--- src/rtl/meta_pkg.sv ---
// Shared types and default parameter values for the meta_ajuste setpoint block.
package meta_pkg;

  typedef enum logic {
    IDLE = 1'b0,
    LOCK = 1'b1
  } state_t;

  localparam int DEF_WIDTH    = 8;
  localparam int DEF_VAL_MIN  = 0;
  localparam int DEF_VAL_MAX  = 99;
  localparam int DEF_VAL_INIT = 25;
  localparam int DEF_LOCKOUT  = 4;

endpackage

--- src/rtl/meta_ajuste_if.sv ---
// Strobe inputs and setpoint outputs of meta_ajuste; slave is the setpoint side.
interface meta_ajuste_if #(
  parameter int WIDTH = 8
);
  logic             aumentar;
  logic             disminuir;
  logic [WIDTH-1:0] meta;
  logic             cambio;
  logic             limite;

  modport master (output aumentar, output disminuir, input meta, input cambio, input limite);
  modport slave  (input aumentar, input disminuir, output meta, output cambio, output limite);
endinterface

--- src/rtl/detector_flanco.sv ---
// Falling-edge detector for an active-low strobe; history resets high so a strobe
// held low through reset release is reported on the first edge afterwards.
module detector_flanco (
  input  logic clk,
  input  logic reset,
  input  logic strobe_n,
  output logic evento
);

  logic hist;

  always_ff @(posedge clk) begin
    if (reset) hist <= 1'b1;
    else       hist <= strobe_n;
  end

  assign evento = hist & ~strobe_n;

endmodule

--- src/rtl/meta_ajuste.sv ---
// Bounded setpoint register driven by conditioned increase/decrease strobes.
// Define WRAP_EN to wrap at the bounds instead of saturating.
//
// state | meaning
// IDLE  | accepting strobe events
// LOCK  | post-strobe lockout, events ignored while the counter runs down
module meta_ajuste
  import meta_pkg::*;
#(
  parameter int WIDTH    = DEF_WIDTH,
  parameter int VAL_MIN  = DEF_VAL_MIN,
  parameter int VAL_MAX  = DEF_VAL_MAX,
  parameter int VAL_INIT = DEF_VAL_INIT,
  parameter int LOCKOUT  = DEF_LOCKOUT
) (
  input  logic          clk,
  input  logic          reset,
  meta_ajuste_if.slave  bus
);

  localparam int CW = (LOCKOUT < 1) ? 1 : $clog2(LOCKOUT + 1);
  localparam logic [WIDTH-1:0] MIN_W  = WIDTH'(VAL_MIN);
  localparam logic [WIDTH-1:0] MAX_W  = WIDTH'(VAL_MAX);
  localparam logic [WIDTH-1:0] INIT_W = WIDTH'(VAL_INIT);
  localparam logic             LIM_INIT = (INIT_W == MIN_W) || (INIT_W == MAX_W);

  state_t           state, state_n;
  logic [CW-1:0]    cnt, cnt_n;
  logic [WIDTH-1:0] meta_q, meta_n;
  logic             cambio_q, cambio_n;
  logic             limite_q, limite_n;
  logic             ev_up, ev_dn;

  detector_flanco u_det_up (.clk(clk), .reset(reset), .strobe_n(bus.aumentar),  .evento(ev_up));
  detector_flanco u_det_dn (.clk(clk), .reset(reset), .strobe_n(bus.disminuir), .evento(ev_dn));

  always_ff @(posedge clk) begin
    if (reset) begin
      state    <= IDLE;
      cnt      <= '0;
      meta_q   <= INIT_W;
      cambio_q <= 1'b0;
      limite_q <= LIM_INIT;
    end else begin
      state    <= state_n;
      cnt      <= cnt_n;
      meta_q   <= meta_n;
      cambio_q <= cambio_n;
      limite_q <= limite_n;
    end
  end

  always_comb begin
    state_n = state;
    cnt_n   = cnt;
    meta_n  = meta_q;
    case (state)
      IDLE: begin
        // simultaneous events cancel out and do not start a lockout
        if (ev_up ^ ev_dn) begin
          if (ev_up) begin
            if (meta_q == MAX_W) begin
`ifdef WRAP_EN
              meta_n = MIN_W;
`else
              meta_n = meta_q;
`endif
            end else begin
              meta_n = meta_q + WIDTH'(1);
            end
          end else begin
            if (meta_q == MIN_W) begin
`ifdef WRAP_EN
              meta_n = MAX_W;
`else
              meta_n = meta_q;
`endif
            end else begin
              meta_n = meta_q - WIDTH'(1);
            end
          end
          if (LOCKOUT > 0) begin
            state_n = LOCK;
            cnt_n   = CW'(LOCKOUT);
          end
        end
      end
      LOCK: begin
        cnt_n = cnt - CW'(1);
        if (cnt <= CW'(1)) begin
          state_n = IDLE;
          cnt_n   = '0;
        end
      end
    endcase
    cambio_n = (meta_n != meta_q);
    limite_n = (meta_n == MIN_W) || (meta_n == MAX_W);
  end

  assign bus.meta   = meta_q;
  assign bus.cambio = cambio_q;
  assign bus.limite = limite_q;

endmodule

--- src/flat_wrapper.sv ---
// flat-port wrapper written by rule: the top's interface ports become plain ports
module meta_ajuste_flat import meta_pkg::*;
#(
  parameter int WIDTH    = DEF_WIDTH,
  parameter int VAL_MIN  = DEF_VAL_MIN,
  parameter int VAL_MAX  = DEF_VAL_MAX,
  parameter int VAL_INIT = DEF_VAL_INIT,
  parameter int LOCKOUT  = DEF_LOCKOUT
)
  (clk, reset, bus_aumentar, bus_disminuir, bus_meta, bus_cambio, bus_limite);
  meta_ajuste_if #(.WIDTH(WIDTH)) bus_i ();
  input  logic clk;
  input  logic reset;
  input wire logic [$bits(bus_i.aumentar)-1:0] bus_aumentar;
  input wire logic [$bits(bus_i.disminuir)-1:0] bus_disminuir;
  output wire logic [$bits(bus_i.meta)-1:0] bus_meta;
  output wire logic [$bits(bus_i.cambio)-1:0] bus_cambio;
  output wire logic [$bits(bus_i.limite)-1:0] bus_limite;
  assign bus_i.aumentar = bus_aumentar;
  assign bus_i.disminuir = bus_disminuir;
  assign bus_meta = bus_i.meta;
  assign bus_cambio = bus_i.cambio;
  assign bus_limite = bus_i.limite;
  meta_ajuste #(.WIDTH(WIDTH), .VAL_MIN(VAL_MIN), .VAL_MAX(VAL_MAX), .VAL_INIT(VAL_INIT), .LOCKOUT(LOCKOUT)) u_core (.clk(clk), .reset(reset), .bus(bus_i));
endmodule
--- config.mk ---
export PLATFORM = sky130hd
export DESIGN_NAME = meta_ajuste_flat
export DESIGN_NICKNAME = d
export VERILOG_FILES = /design/src/rtl/meta_pkg.sv /design/src/rtl/meta_ajuste_if.sv /design/src/rtl/detector_flanco.sv /design/src/rtl/meta_ajuste.sv /design/src/flat_wrapper.sv
export SDC_FILE = /design/constraint.sdc
export NUM_CORES = 1
export LEC_CHECK = 0
export CAP_MARGIN = 0
export CORE_MARGIN = 2
export CORE_UTILIZATION = 45
export CTS_BUF_LIST = sky130_fd_sc_hd__clkbuf_4 sky130_fd_sc_hd__clkbuf_8
export CTS_CLUSTER_SIZE = 8
export DETAILED_ROUTE_END_ITERATION = 16
export PLACE_DENSITY = 0.66
export RECOVER_POWER = 25
export SYNTH_ARGS = -nofsm -noshare
export SYNTH_HDL_FRONTEND = slang
export SYNTH_SLANG_ARGS = --single-unit
--- constraint.sdc ---
create_clock -name clk -period 4.54 [get_ports clk]
set_input_delay 0.681 -clock clk [delete_from_list [all_inputs] [get_ports clk]]
set_output_delay 0.681 -clock clk [all_outputs]
set_load 0.02 [all_outputs]
== Word-level counts from Yosys, hierarchy flattened ==
Cells that the tools add are included.

* Register bits after elaboration: 16
* Bits in latches: 0
* Memories kept: 0
* Output and inout port bits: 10
* Input bits: 4
* Memory bits (read-only): 0
* Memory bits (writable): 0

* Mux-type cells: 11
* Shift operators: 0
* $mul: 0
* Div/mod/pow operators: 0
* $lt $le $gt $ge: 1
* Bitwise logic cells: 6
* Equality and inequality tests: 4
* Add/sub/neg operators: 3
* Reduce and logical (&&, ||, !) cells: 3

{| class="wikitable"
|+ Operator list
! cell !! count
|-
| $mux 8 || 5
|-
| $eq 8x7->1 const B || 2
|-
| $logic_not 8->1 || 2
|-
| $add 8x1->8 const B || 1
|-
| $ne 8x8->1 || 1
|-
| $sub 8x1->8 const B || 1
|-
| $mux 3 || 2
|-
| $pmux 3 s2 || 1
|-
| $le 3x1->1 const B || 1
|-
| $not 1->1 || 3
|-
| $sub 3x1->3 const B || 1
|-
| $and 1x1->1 || 2
|-
| $mux 1 || 2
|-
| $ne 2x1->1 const B || 1
|-
| $pmux 1 s2 || 1
|-
| $logic_or 1x1->1 || 1
|-
| $xor 1x1->1 || 1
|}

== Logic depth before layout (Yosys ltp) ==
* Word-level depth: 7
* Gate-level depth with buffers: 8

== Cells and area by module ==
From an unflattened synthesis, not the netlist that was laid out.

* Cells, all modules: 140
* Area, all modules: 1132.3 µm²

{| class="wikitable"
|+ By module, submodules not included
! module !! sequential area each (µm²) !! cells each !! area an instance (µm²) !! instances
|-
| meta_ajuste || 280.3 || 134 || 1062.3 || 1
|-
| detector_flanco || 20.0 || 3 || 35.0 || 2
|}

== Worst setup path after synthesis ==
OpenSTA, ideal clock, no wires.

* Kind: input to register
* Start: in bus_aumentar
* End: reg u_core.limite_q, in the netlist u_core.bus.limite
* Setup time: 0.103 ns
* Data arrival time: 2.493 ns
* Cell stages on the path: 7
* Path slack: 1.943 ns
* Path through: and2b_1 -> xnor2_2 -> or2_2 -> clkbuf_1 -> o32ai_1 -> or4_1 -> a2111oi_2

* Word-level cells in the longest chain between the ends: 7
* Elaborated cells on any way between the ends: 9
* Classes of those cells: eq/ne (1); mux (3); bitwise (3); reduce/logical (2)

{| class="wikitable"
|+ RTL lines
! element !! RTL line !! RTL
|-
| start, declared || flat_wrapper.sv:14 || <nowiki>input wire logic [$bits(bus_i.aumentar)-1:0] bus_aumentar;</nowiki>
|-
| $not 1->1 (*) || detector_flanco.sv:17 || <nowiki>assign evento = hist & ~strobe_n;</nowiki>
|-
| $and 1x1->1 (*) || detector_flanco.sv:17 ||
|-
| $mux 8 or $xor 1x1->1 (tied branches) || meta_ajuste.sv:61, meta_ajuste.sv:60 ||
|-
| $mux 8 (*) || meta_ajuste.sv:60 || <nowiki>if (ev_up ^ ev_dn) begin</nowiki>
|-
| $mux 8 (*) || meta_ajuste.sv:57 || <nowiki>case (state)</nowiki>
|-
| $eq 8x7->1 or $logic_not 8->1 (tied branches) || meta_ajuste.sv:97 || <nowiki>limite_n = (meta_n == MIN_W) || (meta_n == MAX_W);</nowiki>
|-
| $logic_or 1x1->1 (*) || meta_ajuste.sv:97 ||
|-
| end signal, assigned || meta_ajuste.sv:49 || <nowiki>limite_q <= limite_n;</nowiki>
|-
| end, declared || meta_ajuste.sv:31 || <nowiki>logic limite_q, limite_n;</nowiki>
|}

Every way passes the cells marked *; elsewhere a longest branch is shown, timed or not.
A chain may end at the register's enable or synchronous reset.

== Worst setup path in the final report ==
Same ends and word-level chain as after synthesis.

==> results.rst <==
.. list-table::
   :header-rows: 1

   * - Metric
     - Value
   * - Met1 usage
     - 29.8%
   * - Antenna violations before repair
     - 0
   * - Async S/R FF share, synth
     - 0%
   * - Total negative slack
     - 0 ps
   * - Max-cap check violation count
     - 0
   * - Met2 usage in global routing
     - 33.5%
   * - Sequential fraction of design power
     - 46.1%
   * - Top-level I/O count
     - 14
   * - Cell types with the highest counts after synthesis
     - 16 x sky130_fd_sc_hd__dfxtp_1, 12 x sky130_fd_sc_hd__nor2_1, 8 x sky130_fd_sc_hd__a21oi_1
   * - Post-CTS setup-driven buffer insertion count
     - 0
   * - Relative contribution of the clock network to total power
     - 17.4%
   * - Number of flops mapped to enable cells by yosys
     - 0
   * - Final antenna diode count
     - 0
   * - Post-Route Hold Slack
     - 504 ps
   * - Layout area overhead
     - 13.0%
   * - H-tree depth reported by CTS
     - 1
   * - Average vias per placed instance
     - 6.24
   * - Startpoint Class
     - input pin
   * - Final-report setup violation count
     - 0
   * - Time the final worst path needs with I/O delays and setup
     - 2920 ps
   * - Buffer depth of the longest clock path
     - 2
   * - Number of detailed-routing iterations run before antenna repair
     - 4
   * - Clock root buffer
     - sky130_fd_sc_hd__clkbuf_4
   * - Mean routed wirelength per cell
     - 15.3 um
   * - Filler cell count in the final layout
     - 207
   * - Detail Route Antenna Nets
     - 0
   * - Part of the cycle the worst path needs
     - 64.3%
   * - Most used flip-flop cell after synthesis
     - sky130_fd_sc_hd__dfxtp_1
   * - Launch point of the critical path
     - bus_aumentar
   * - Global-route wire length before repair
     - 4.40 mm
   * - Multi-input gate area
     - 691 sq um
   * - Met3 demand-to-capacity share in global routing
     - 6.21%
   * - Setup slack of the most critical reg-to-reg path
     - 1820 ps
   * - Top Family by Delay on Critical Path
     - compound AO/OA/AOI/OAI gates
   * - Total number of clock tree sinks
     - 16
   * - Top cells by area, synth
     - sky130_fd_sc_hd__dfxtp_1 30%, sky130_fd_sc_hd__ha_1 4.6%, sky130_fd_sc_hd__nor2_1 4.2%
   * - Sw Ratio
     - 38.3%
   * - Area taken by flip-flops and latches
     - 320 sq um
   * - Cell count after synthesis
     - 127
   * - Post-cts gate resize count
     - 0
   * - Post-DP HPWL
     - 1.81 mm
   * - Net Switching
     - 0.155 mW
   * - Count of routing violations after the opening detailed-route iteration
     - 35
   * - Largest area contributor in the synthesized netlist
     - sky130_fd_sc_hd__dfxtp_1
   * - Run status
     - finished clean
   * - Design internal power
     - 0.250 mW
   * - Die X
     - 52.9 um
   * - Clock transition at path regs
     - 80 ps
   * - Setup repair after global routing missed its margin
     - no
   * - Number of buffer and inverter instances along the worst setup path
     - 1
   * - Die area
     - 0.00280 sq mm
   * - Average footprint of a synthesized cell
     - 8.48 sq um
   * - Cell breakdown of the critical path
     - clkdlybuf4s50_1, nand2b_1, a21o_1, a211oi_1, xnor2_1, or4_1, a2111oi_2
   * - Count of state elements after synthesis
     - 16
   * - Peak ir drop on the vdd network
     - 278 uV
   * - Busiest layer in global routing
     - met2
   * - Drt drc
     - 0
   * - PnR worst setup slack
     - 1620 ps
   * - Combinational share of power
     - 36.5%
   * - Arrival time of data at the critical path endpoint
     - 3100 ps
   * - Fmax achieved
     - 0.342 GHz
   * - Number of nets in the layout
     - 145
   * - Cell row count
     - 17
   * - Std-Cell Core Area
     - 0.00223 sq mm
   * - Clock tree from TritonCTS
     - done
   * - Kind of critical path
     - input pin to flip-flop
   * - Effective utilization at floorplan
     - 48.2%
   * - Endpoint type of the worst setup path
     - flip-flop
   * - Data required time of the critical path
     - 4720 ps
   * - GRT Residual Overflow
     - 0
   * - Worst stage delay on the critical path
     - 560 ps
   * - Clock skew after layout
     - 0.545 ps
   * - Pins Over Slew Limit
     - 0
   * - Leakage power summed over all cells
     - 0.432 nW
   * - Die height
     - 52.9 um
   * - Cell with the largest stage delay on the worst path
     - sky130_fd_sc_hd__or4_1
   * - Mapped cell area
     - 0.00108 sq mm
   * - Maximum number of pins on one net before global-route repair
     - 16
   * - Final RePlAce weighted congestion
     - 0.844
   * - Setup slack at placement
     - 1340 ps
   * - Clock buffers created by TritonCTS
     - 3
   * - R2r startpoint
     - u_core.bus.meta[0]$_SDFF_PP1_
   * - Pwr Density
     - 332 mW/mm^2
   * - Area share of the largest cell type after synthesis
     - 29.7%
   * - Detailed-route wire length
     - 2.50 mm
   * - Sequential fraction of the synthesis area
     - 29.7%
   * - Fraction of final layout cells sized beyond drive strength 1
     - 11.1%
   * - Class of the tightest hold or removal check
     - flip-flop to flip-flop
   * - Global-route usage over all layers
     - 21.6%
   * - Number of global-route vias before repair
     - 947
   * - Count of yosys warnings during synthesis
     - 0
   * - Count of buffers inserted at the top-level ports
     - 13
   * - Syn_nets
     - 135
   * - Routed vias
     - 1017
   * - Worst-Margin Slew
     - 502 ps
   * - Crit Path Max Fanout
     - 9
   * - Worst Min Path Start
     - u_core.cnt[1]$_SDFFE_PP0P_
   * - Library cells used by synthesis
     - 51
   * - Hold buffers post-CTS
     - 0
   * - Leading cell type by number of instances after synthesis
     - sky130_fd_sc_hd__dfxtp_1
   * - Final hold violations
     - 0
   * - Clock latency reported for the late side of the worst-skew pair
     - 280 ps
   * - Relative slew slack
     - 66.3%
cells in the final DEF, fill, tap and decap left out, drive strengths merged, types with 2 or more instances in the layout:
cell / count
dfxtp: 16
nor2: 12
clkdlybuf4s50: 9
a21oi: 8
nand2: 6
inv: 5
nor2b: 5
nor3: 4
a211oi: 4
or2: 4
o21ai: 4
ha: 4
dlygate4sd3: 4
nand3: 4
a31oi: 3
clkbuf: 3
nand2b: 2
and3: 2
o32ai: 2
nand4: 2
o31ai: 2
o22ai: 2
or4: 2
a22o: 2
or3: 2
xnor2: 2
a2111oi: 2
a22oi: 2
state kept, by name (all words and copies together) (netlist names):
name / count
u_core.state: 1
u_core.u_det_up.hist: 1
u_core.bus.cambio: 1
u_core.bus.limite: 1
u_core.cnt: 3
u_core.u_det_dn.hist: 1
u_core.bus.meta: 8
power by group through the flow:
stage	registers, mW	logic, mW	clock network (mW)
3_5_place_dp	0.189	0.147	0
3_3_place_gp	0.188	0.147	0
5_1_grt	0.190	0.165	0.0771
6_report	0.186	0.148	0.0704
4_1_cts	0.186	0.148	0.0730
2_1_floorplan	0.183	0.108	0
layout make-up:
cell class              count  area share [%]
clock buffers               3            1.85
well taps                  28            2.88
flip-flops and latches     16            26.3
repair buffers             13            10.7
inverters                   5            1.54
multi-input cells          98            56.7
worst register-to-register path: stages, from the launching register on:
cell and delay [ps]:
sky130_fd_sc_hd__dfxtp_1 530, sky130_fd_sc_hd__inv_1 120, sky130_fd_sc_hd__ha_1 200, sky130_fd_sc_hd__or2b_1 250, sky130_fd_sc_hd__o41ai_4 110, sky130_fd_sc_hd__a211oi_1 380
sky130_fd_sc_hd__xnor2_1 170, sky130_fd_sc_hd__or4_1 560, sky130_fd_sc_hd__a2111oi_2 300
through the flow:
stage / utilization [%] / power [mW] / instance area (sq um) / std cells
detailed placement: 53.7 / 0.336 / 1200 / 160
floorplan: - / 0.291 / 1080 / 127
global route: 54.5 / 0.432 / 1220 / 163
global placement: 53.7 / 0.335 / 1200 / 160
CTS: 54.7 / 0.407 / 1220 / 163
finish: 54.5 / 0.404 / 1220 / 163
per-layer routing:
metal | routed length, um | up-vias | part of all wire [%]
met4 | 33 | 0 | 1.3
met1 | 1090 | 467 | 43
met5 | 0 | - | 0
met3 | 183 | 6 | 7.3
li1 | - | 494 | -
met2 | 1200 | 50 | 48
logic make-up after synthesis:
| kind of cell | Yosys count | synth area share (%) |
|---|---|---|
| AOI/OAI and AO/OA | 40 | 30.2 |
| xor gates and xnor gates | 3 | 3.14 |
| adders and majority gates | 4 | 4.65 |
| buffers and inverters | 13 | 5.69 |
| DFF | 16 | 29.7 |
| and+or+nand+nor | 51 | 26.6 |
worst paths after layout:
kind	end	cells past startpoint
max	u_core.bus.limite$_SDFF_PP0_	7
min	u_core.cnt[1]$_SDFFE_PP0P_	2
max reg2reg	u_core.bus.limite$_SDFF_PP0_	8
min reg2reg	u_core.cnt[1]$_SDFFE_PP0P_	2
Power figures use the tool's default switching activity.
